--- src/rtl/jk_bank_arbiter_if.sv ---
// jk_bank_arbiter_if: signal bundle between the JK bank arbiter, its
// requesters and the JK flop bank.
//   master : environment side (requesters and bank) - drives req/op/idx/q/clr_err
//   slave  : arbiter side - drives gnt/j/k/busy/done/done_id/err
// Widths must match the parameters of the jk_bank_arbiter instance.
interface jk_bank_arbiter_if #(
    parameter int N_REQ = 4,
    parameter int WIDTH = 8,
    parameter int IDX_W = $clog2(WIDTH),
    parameter int ID_W  = $clog2(N_REQ)
);
    logic [N_REQ-1:0]       req;
    logic [2*N_REQ-1:0]     op;
    logic [IDX_W*N_REQ-1:0] idx;
    logic [WIDTH-1:0]       q;
    logic                   clr_err;
    logic [N_REQ-1:0]       gnt;
    logic [WIDTH-1:0]       j;
    logic [WIDTH-1:0]       k;
    logic                   busy;
    logic                   done;
    logic [ID_W-1:0]        done_id;
    logic                   err;

    modport master (
        output req, op, idx, q, clr_err,
        input  gnt, j, k, busy, done, done_id, err
    );

    modport slave (
        input  req, op, idx, q, clr_err,
        output gnt, j, k, busy, done, done_id, err
    );
endinterface

--- src/rtl/jk_bank_arbiter.sv ---
// jk_bank_arbiter: round-robin controller sharing a bank of WIDTH JK flops
// among N_REQ requesters. A granted request drives j/k of one bank bit for a
// single cycle (hold/clear/set/toggle), then reads q back to confirm.
// Ports:
//   clk    - clock, rising edge
//   reset  - asynchronous, active-low reset
//   bus    - jk_bank_arbiter_if.slave:
//            req/op/idx  requester inputs (op 00 hold, 01 clear, 10 set, 11 toggle)
//            q           bank outputs
//            clr_err     synchronous clear of err
//            gnt         one-hot grant pulse
//            j/k         registered bank inputs
//            busy        state not IDLE
//            done/done_id completion pulse and requester id
//            err         sticky result-mismatch / illegal-index flag
module jk_bank_arbiter #(
    parameter int N_REQ = 4,
    parameter int WIDTH = 8,
    parameter int IDX_W = $clog2(WIDTH),
    parameter int ID_W  = $clog2(N_REQ)
) (
    input  logic             clk,
    input  logic             reset,
    jk_bank_arbiter_if.slave bus
);

    typedef enum logic [1:0] {IDLE, APPLY, CHECK} state_t;

    state_t            state_q, state_d;
    logic [ID_W-1:0]   ptr_q, ptr_d;
    logic [ID_W-1:0]   w_q, w_d;
    logic [1:0]        op_q, op_d;
    logic [IDX_W-1:0]  idx_q, idx_d;
    logic              old_q, old_d;
    logic [N_REQ-1:0]  gnt_q, gnt_d;
    logic [WIDTH-1:0]  j_q, j_d;
    logic [WIDTH-1:0]  k_q, k_d;
    logic              done_q, done_d;
    logic [ID_W-1:0]   done_id_q, done_id_d;
    logic              err_q, err_d;

    // Round-robin search from ptr_q, plus decode of the winner's request
    logic              found;
    logic [ID_W-1:0]   win;
    logic [ID_W-1:0]   cand_id;
    int unsigned       cand;
    logic [1:0]        win_op;
    logic [IDX_W-1:0]  win_idx;
    logic [WIDTH-1:0]  win_j;
    logic [WIDTH-1:0]  win_k;

    always_comb begin
        found   = 1'b0;
        win     = '0;
        cand    = 0;
        cand_id = '0;
        for (int unsigned i = 0; i < N_REQ; i++) begin
            cand    = (32'(ptr_q) + i) % N_REQ;
            cand_id = ID_W'(cand);
            if (!found && bus.req[cand_id]) begin
                found = 1'b1;
                win   = cand_id;
            end
        end
        win_op  = bus.op[2*win +: 2];
        win_idx = bus.idx[IDX_W*win +: IDX_W];
        // An index >= WIDTH matches no bit, so nothing is driven
        win_j   = '0;
        win_k   = '0;
        for (int unsigned b = 0; b < WIDTH; b++) begin
            if (win_idx == IDX_W'(b)) begin
                win_j[b] = win_op[1];
                win_k[b] = win_op[0];
            end
        end
    end

    // Bank bit addressed by the captured index; idx_hit low for an illegal index
    logic q_sel;
    logic idx_hit;
    logic expect_q;

    always_comb begin
        q_sel   = 1'b0;
        idx_hit = 1'b0;
        for (int unsigned b = 0; b < WIDTH; b++) begin
            if (idx_q == IDX_W'(b)) begin
                q_sel   = bus.q[b];
                idx_hit = 1'b1;
            end
        end
        case (op_q)
            2'b00:   expect_q = old_q;
            2'b01:   expect_q = 1'b0;
            2'b10:   expect_q = 1'b1;
            default: expect_q = ~old_q;
        endcase
    end

    always_comb begin
        state_d   = state_q;
        ptr_d     = ptr_q;
        w_d       = w_q;
        op_d      = op_q;
        idx_d     = idx_q;
        old_d     = old_q;
        gnt_d     = '0;
        j_d       = '0;
        k_d       = '0;
        done_d    = 1'b0;
        done_id_d = done_id_q;
        err_d     = err_q;

        if (bus.clr_err) begin
            err_d = 1'b0;
        end

        case (state_q)
            IDLE: begin
                if (found) begin
                    state_d = APPLY;
                    ptr_d   = (win == ID_W'(N_REQ - 1)) ? '0 : win + 1'b1;
                    gnt_d   = N_REQ'(1) << win;
                    w_d     = win;
                    op_d    = win_op;
                    idx_d   = win_idx;
                    // j/k are loaded on the grant edge so they are valid
                    // throughout APPLY and return to zero for CHECK
                    j_d     = win_j;
                    k_d     = win_k;
                end
            end
            APPLY: begin
                state_d = CHECK;
                old_d   = q_sel;
            end
            CHECK: begin
                state_d   = IDLE;
                done_d    = 1'b1;
                done_id_d = w_q;
                // Placed after the clear so a coincident error wins
                if (!idx_hit || (q_sel != expect_q)) begin
                    err_d = 1'b1;
                end
            end
            default: state_d = IDLE;
        endcase
    end

    always_ff @(posedge clk or negedge reset) begin
        if (!reset) begin
            state_q   <= IDLE;
            ptr_q     <= '0;
            w_q       <= '0;
            op_q      <= '0;
            idx_q     <= '0;
            old_q     <= 1'b0;
            gnt_q     <= '0;
            j_q       <= '0;
            k_q       <= '0;
            done_q    <= 1'b0;
            done_id_q <= '0;
            err_q     <= 1'b0;
        end else begin
            state_q   <= state_d;
            ptr_q     <= ptr_d;
            w_q       <= w_d;
            op_q      <= op_d;
            idx_q     <= idx_d;
            old_q     <= old_d;
            gnt_q     <= gnt_d;
            j_q       <= j_d;
            k_q       <= k_d;
            done_q    <= done_d;
            done_id_q <= done_id_d;
            err_q     <= err_d;
        end
    end

    assign bus.gnt     = gnt_q;
    assign bus.j       = j_q;
    assign bus.k       = k_q;
    assign bus.busy    = (state_q != IDLE);
    assign bus.done    = done_q;
    assign bus.done_id = done_id_q;
    assign bus.err     = err_q;

endmodule

--- src/flat_wrapper.sv ---
// flat-port wrapper written by rule: the top's interface ports become plain ports
module jk_bank_arbiter_flat 
#(
    parameter int N_REQ = 4,
    parameter int WIDTH = 8,
    parameter int IDX_W = $clog2(WIDTH),
    parameter int ID_W  = $clog2(N_REQ)
)
  (clk, reset, bus_req, bus_op, bus_idx, bus_q, bus_clr_err, bus_gnt, bus_j, bus_k, bus_busy, bus_done, bus_done_id, bus_err);
  jk_bank_arbiter_if #(.N_REQ(N_REQ), .WIDTH(WIDTH), .IDX_W(IDX_W), .ID_W(ID_W)) bus_i ();
  input  logic clk;
  input  logic reset;
  input wire logic [$bits(bus_i.req)-1:0] bus_req;
  input wire logic [$bits(bus_i.op)-1:0] bus_op;
  input wire logic [$bits(bus_i.idx)-1:0] bus_idx;
  input wire logic [$bits(bus_i.q)-1:0] bus_q;
  input wire logic [$bits(bus_i.clr_err)-1:0] bus_clr_err;
  output wire logic [$bits(bus_i.gnt)-1:0] bus_gnt;
  output wire logic [$bits(bus_i.j)-1:0] bus_j;
  output wire logic [$bits(bus_i.k)-1:0] bus_k;
  output wire logic [$bits(bus_i.busy)-1:0] bus_busy;
  output wire logic [$bits(bus_i.done)-1:0] bus_done;
  output wire logic [$bits(bus_i.done_id)-1:0] bus_done_id;
  output wire logic [$bits(bus_i.err)-1:0] bus_err;
  assign bus_i.req = bus_req;
  assign bus_i.op = bus_op;
  assign bus_i.idx = bus_idx;
  assign bus_i.q = bus_q;
  assign bus_i.clr_err = bus_clr_err;
  assign bus_gnt = bus_i.gnt;
  assign bus_j = bus_i.j;
  assign bus_k = bus_i.k;
  assign bus_busy = bus_i.busy;
  assign bus_done = bus_i.done;
  assign bus_done_id = bus_i.done_id;
  assign bus_err = bus_i.err;
  jk_bank_arbiter #(.N_REQ(N_REQ), .WIDTH(WIDTH), .IDX_W(IDX_W), .ID_W(ID_W)) u_core (.clk(clk), .reset(reset), .bus(bus_i));
endmodule
--- config.mk ---
export PLATFORM = sky130hd
export DESIGN_NAME = jk_bank_arbiter_flat
export DESIGN_NICKNAME = d
export VERILOG_FILES = /design/src/rtl/jk_bank_arbiter_if.sv /design/src/rtl/jk_bank_arbiter.sv /design/src/flat_wrapper.sv
export SDC_FILE = /design/constraint.sdc
export NUM_CORES = 1
export LEC_CHECK = 0
export ABC_AREA = 1
export CAP_MARGIN = 0
export CORE_ASPECT_RATIO = 0.5
export CORE_UTILIZATION = 47
export DETAILED_ROUTE_END_ITERATION = 12
export PLACE_DENSITY = 0.9
export SYNTH_ARGS = -nofsm -noshare
export SYNTH_HDL_FRONTEND = slang
export SYNTH_SLANG_ARGS = --single-unit
export TNS_END_PERCENT = 1
--- constraint.sdc ---
create_clock -name clk -period 2.1 [get_ports clk]
set_input_delay 0.21 -clock clk [delete_from_list [all_inputs] [get_ports clk]]
set_output_delay 0.21 -clock clk [all_outputs]
set_load 0.02 [all_outputs]
# == Word level (Yosys, flattened, before mapping) ==
# Cells that the tools add are included.
# totals
regBits,36
input_bits,35
output_inout_bits,25
wordCells,122
# classes
add_sub_neg,4
mul,1
order_cmp,4
n_eq_ne,21
shifts,3
muxes,62
bitwise,1
n_reduce_logical,14
# op_table
cell,count
two-way mux 1 bit,44
two-way mux 8 bit,4
"== test 3 bit, second input constant",8
"== test 3 x 2 -> 1 bit, second input constant",4
"< comparator 2 x 3 -> 1 bit, second input constant",4
two-way mux 2 bit,6
variable part select 12 x 5 -> 3 bit,1
binary-select mux 1 bit (select 2 bit),4
two-way mux 4 bit,2
variable part select 8 x 4 -> 2 bit,1
"== test 2 bit, second input constant",3
"== test 3 x 1 -> 1 bit, second input constant",2
zero test 3 bit,2
"adder 2 x 1 -> 2 bit, second input constant",2
"adder 2 bit, second input constant",2
"== test 2 x 1 -> 1 bit, second input constant",2
zero test 1 bit,4
zero test 2 bit,2
"multiplier 2 x 2 -> 4 bit, first input constant",1
case mux 2 bit (2 select lines),1
"<< shifter 1 x 2 -> 4 bit, first input constant",1
logical AND 1 bit,3
case mux 1 bit (3 select lines),1
"inequality test 2 x 1 -> 1 bit, second input constant",1
5 further kinds,5

# == Longest topological paths before layout ==
# logic_depth
word_depth,18
ltp_mapped,16
ltp_nobuf,15

# == Worst setup path after synthesis ==
# No wires, ideal clock.
# synth_timing
path_kind,reg2reg
from,register u_core.ptr_q[0]
to,register u_core.ptr_q[1]
setup_time_ps,127
arrival_time_ps,1637
required_ps,1973
path_slack_ps,335
stages_incl_launch_ff,13
n_path_buf,1
period_less_slack_ps,1765
path_cell_list,dfrtp_1 -> buf_6 -> inv_6 -> nand2_1 -> nand3_1 -> nand2_2 -> nor2_4 -> nand3_2 -> nand3_4 -> inv_2 -> ha_1 -> nand2_1 -> o21ai_0
# synth_via
elab_chain_len,14
word_cells_on_any_way,29
classes_between,add/sub: 4; eq/ne: 1; mux: 17; reduce/logical: 7
# synth_rtl
item,line_no,rtl
start: declaration,jk_bank_arbiter.sv:30,"logic [ID_W-1:0] ptr_q, ptr_d;"
start signal: assignment,jk_bank_arbiter.sv:166,ptr_q <= ptr_d;
branches (longest 11 deep; another with adder 2 x 1 -> 2 bit),-,
two-way mux 2 bit (*),jk_bank_arbiter.sv:60,if (!found && bus.req[cand_id]) begin
net u_core.win[0],jk_bank_arbiter.sv:44,logic [ID_W-1:0] win;
adder 2 x 1 -> 2 bit or == test 2 bit (tied branches),jk_bank_arbiter.sv:122,ptr_d = (win == ID_W'(N_REQ - 1)) ? '0 : win + 1'b1;
two-way mux 2 bit (*),jk_bank_arbiter.sv:122,
# Mark *: on every way through the listed nets, which the timed path passes. The select of a mux whose other input is x is not followed.
# A chain may end at the register's enable or synchronous reset.

# == Worst setup path after layout ==
# layout_timing
from,register u_core.ptr_q[0]
to,register u_core.j_q[0] (netlist: u_core.bus.j[0])
# layout_via
elab_chain_len,18
word_cells_on_any_way,32
classes_between,add/sub: 3; mul: 1; shift: 2; mux: 19; reduce/logical: 7
# layout_rtl
item,line_no,rtl
branches (longest 16 deep; another with multiplier 2 x 2 -> 4 bit),-,
two-way mux 8 bit (*),jk_bank_arbiter.sv:120,if (found) begin
two-way mux 8 bit (*),jk_bank_arbiter.sv:118,case (state_q)
net u_core.j_d[0],jk_bank_arbiter.sv:36,"logic [WIDTH-1:0] j_q, j_d;"
end signal: assignment,jk_bank_arbiter.sv:172,j_q <= j_d;
end: declaration,jk_bank_arbiter.sv:36,
# Marks and branches as above.

==> flow_summary.toml <==
[outcome]
run_status = "finished with violations"
violations = "setup timing"

[drt]
drcViolationCount = 0
vias = 2395
drtPass1Iterations = 5
wire_per_inst_um = 19.7
vias_per_cell = 6.08
drtIter0Drc = 268
routed_wirelength_um = 7750
ant_nets = 0

[timing]
rsz0062_at_grt = "true"
timing.fmax_mhz = 421
slew_violations = 0
period_minus_slack_ns = 2.38
setup_viol = 28
fin_ws_ns = -0.276
hold_viol = 0
tightest_slew_ns = 0.437
min_period_over_period_pct = 113
relSlewSlack_pct = 70.9
skew_ns = 0.00579

[clocking]
tritoncts = "yes"
cts_root_buf = "clkbuf_8"
htree_levels = 2
cts_sinks = 36
clk_path_buf_depth = 2
worst_skew_pair.late_latency_ns = 0.28
clk_pin_slew_ns = 0.07
numCtsBuffers = 5
cts-hold-fix-buffers = 0

[setup_path]
critPathKind = "reg2reg"
required_ns = 2.30
cp_max_fo = 6
reg2reg_slack_ns = -0.28
crit_arrival_ns = 2.57
start_kind = "flop"
end_kind = "flop"

[synthesis]
syn_area_sq_um = 2040
synth_nets = 302
synth_ff_type = "dfrtp_1"
ys_warn_count = 0
avgSynthCellArea_sq_um = 7.76
netlist_instances = 263
synth_edf_count = 0
synth-seq-cells = 36
synth_cell_types = 23
postSynth.asyncResetShare_pct = 100
ys_seq_area_share_pct = 44.1

[global_route]
gr-total-overflow = 0
antenna_found_initial = 0
grt_max_degree = 37
grt_pass1_vias = 1965
grt_util_all_layers_pct = 25.4
grt_first_pass_wirelength_um = 8900

[floorplanning]
die_area_sq_um = 4630
pin_count = 60
floorplan.initialDensity_pct = 50.7
row_count = 16
design.core.area_sq_um = 4020
die_w_um = 95.2
die_h_um = 48.6

[place]
dp_hpwl_um = 3900
gp_congestion = 0.882
place_inst = 375
place_area_sq_um = 2680
portBuffers = 59

[cells_and_area]
final_area_sq_um = 3080
drive_gt1_share_pct = 25.0
final_net_count = 379
antenna_cells = 0
fin_cells = 394
areaGrowthSynthToFinish_pct = 51.0

[run]
cap_viol_max_count = 0

[hold_path]
hold_class = "in2async"
==> stage by stage <==
step	hold slack (ns)	TNS, ns	worst slack [ns]	util [%]
2_1_floorplan	-0.0856	0	0.335	-
3_3_place_gp	0.462	0	0.0425	66.7
3_5_place_dp	0.475	-0.787	-0.100	66.7
4_1_cts	0.348	0	0.0183	69.9
5_1_grt	0.386	-5.03	-0.332	76.6
6_report	0.350	-4.01	-0.276	76.6
==> path summary, 6_finish.rpt <==
| check | cells past startpoint | end | start |
|---|---|---|---|
| setup / recovery | 13 | u_core.bus.j[0] | u_core.ptr_q[0] |
| hold / removal | 2 | u_core.ptr_q[1] | reset |
| setup reg to reg | 13 | u_core.bus.j[0] | u_core.ptr_q[0] |
| hold reg to reg | 1 | u_core.bus.done | u_core.state_q[0] |
| max in group asynchronous | 2 | u_core.ptr_q[0] | reset |
| min in group clk | 2 | u_core.bus.err | bus_clr_err |
==> what timing repair did <==
item | 4_1_cts | 5_1_grt
setup buffers | 2 | 5
gates cloned | 0 | 5
endpoints found under the setup margin | 17 | 23
gates resized for setup | 6 | 49
pin swaps | 0 | 13
==> area by class of cell <==
type / count / area [sq um]
Clock buffer: 7 / 96.3
Fill cell: 221 / 941
Inverter: 37 / 151
Multi-Input combinational cell: 183 / 1110
Sequential cell: 36 / 903
Tap cell: 54 / 67.6
Timing Repair Buffer: 77 / 758
==> layout by cell type, fill, tap and decap left out, types with 7 or more instances in the layout <==
cell type / instances
dfrtp_1: 34
nand4_1: 8
nand3_4: 7
inv_1: 29
nand3_2: 17
clkbuf_8: 7
nor2_1: 19
o21ai_0: 15
nand2_2: 11
nand2_1: 67
buf_4: 9
nand3_1: 12
clkdlybuf4s50_1: 59
==> synth_stat cells (2+ instances only) <==
library cell / n / area (sq um)
nand4_1: 8 / 50.1
nand4_2: 2 / 25.0
nand3_2: 6 / 60.1
nand3_4: 3 / 52.6
inv_2: 4 / 15.0
nand2_1: 76 / 285
nand2_2: 8 / 50.1
buf_4: 3 / 22.5
inv_1: 32 / 120
nand3_1: 26 / 130
buf_6: 2 / 22.5
dfrtp_1: 36 / 901
nor2_1: 25 / 93.8
a21oi_1: 6 / 30.0
ha_1: 4 / 50.1
o21ai_0: 15 / 75.1
==> state kept, by name (all words and copies together), names as in the netlist <==
signal and flops:
u_core.w_q 2, u_core.bus.j 8, u_core.bus.gnt 4, u_core.bus.done 1, u_core.op_q 2, u_core.bus.k 8, u_core.ptr_q 2, u_core.state_q 2
u_core.bus.err 1, u_core.idx_q 3, u_core.old_q 1, u_core.bus.done_id 2
==> routing by layer <==
metal / share of wire [%] / up-vias / global-route usage (%)
met3: 10 / 79 / 5.97
li1: - / 989 / -
met2: 46 / 209 / 42.7
met5: 0 / - / 0
met1: 35 / 1118 / 31.5
met4: 8.4 / 0 / 10.1
==> worst max-delay path: stages (launching register included) <==
cell	delay, ns
dfrtp_2	0.44
buf_2	0.18
nand2_1	0.09
nand2_1	0.11
nand2_1	0.11
nand2_2	0.07
nor2_4	0.19
nand3_1	0.17
nand2_4	0.17
buf_8	0.14
nand3_1	0.14
nand2_2	0.17
nand3_1	0.13
nor2_1	0.17
==> cells by family after synthesis <==
logic type | synth area share (%)
flip-flops | 44.1
AO/OA/AOI/OAI | 5.51
buffers and inverters | 10.4
AND/OR/NAND/NOR | 37.5
adder cells (fa/ha/maj) | 2.45
Power is not shown: default switching activity piles up to over one toggle a cycle in this logic, so the estimate is an artifact.
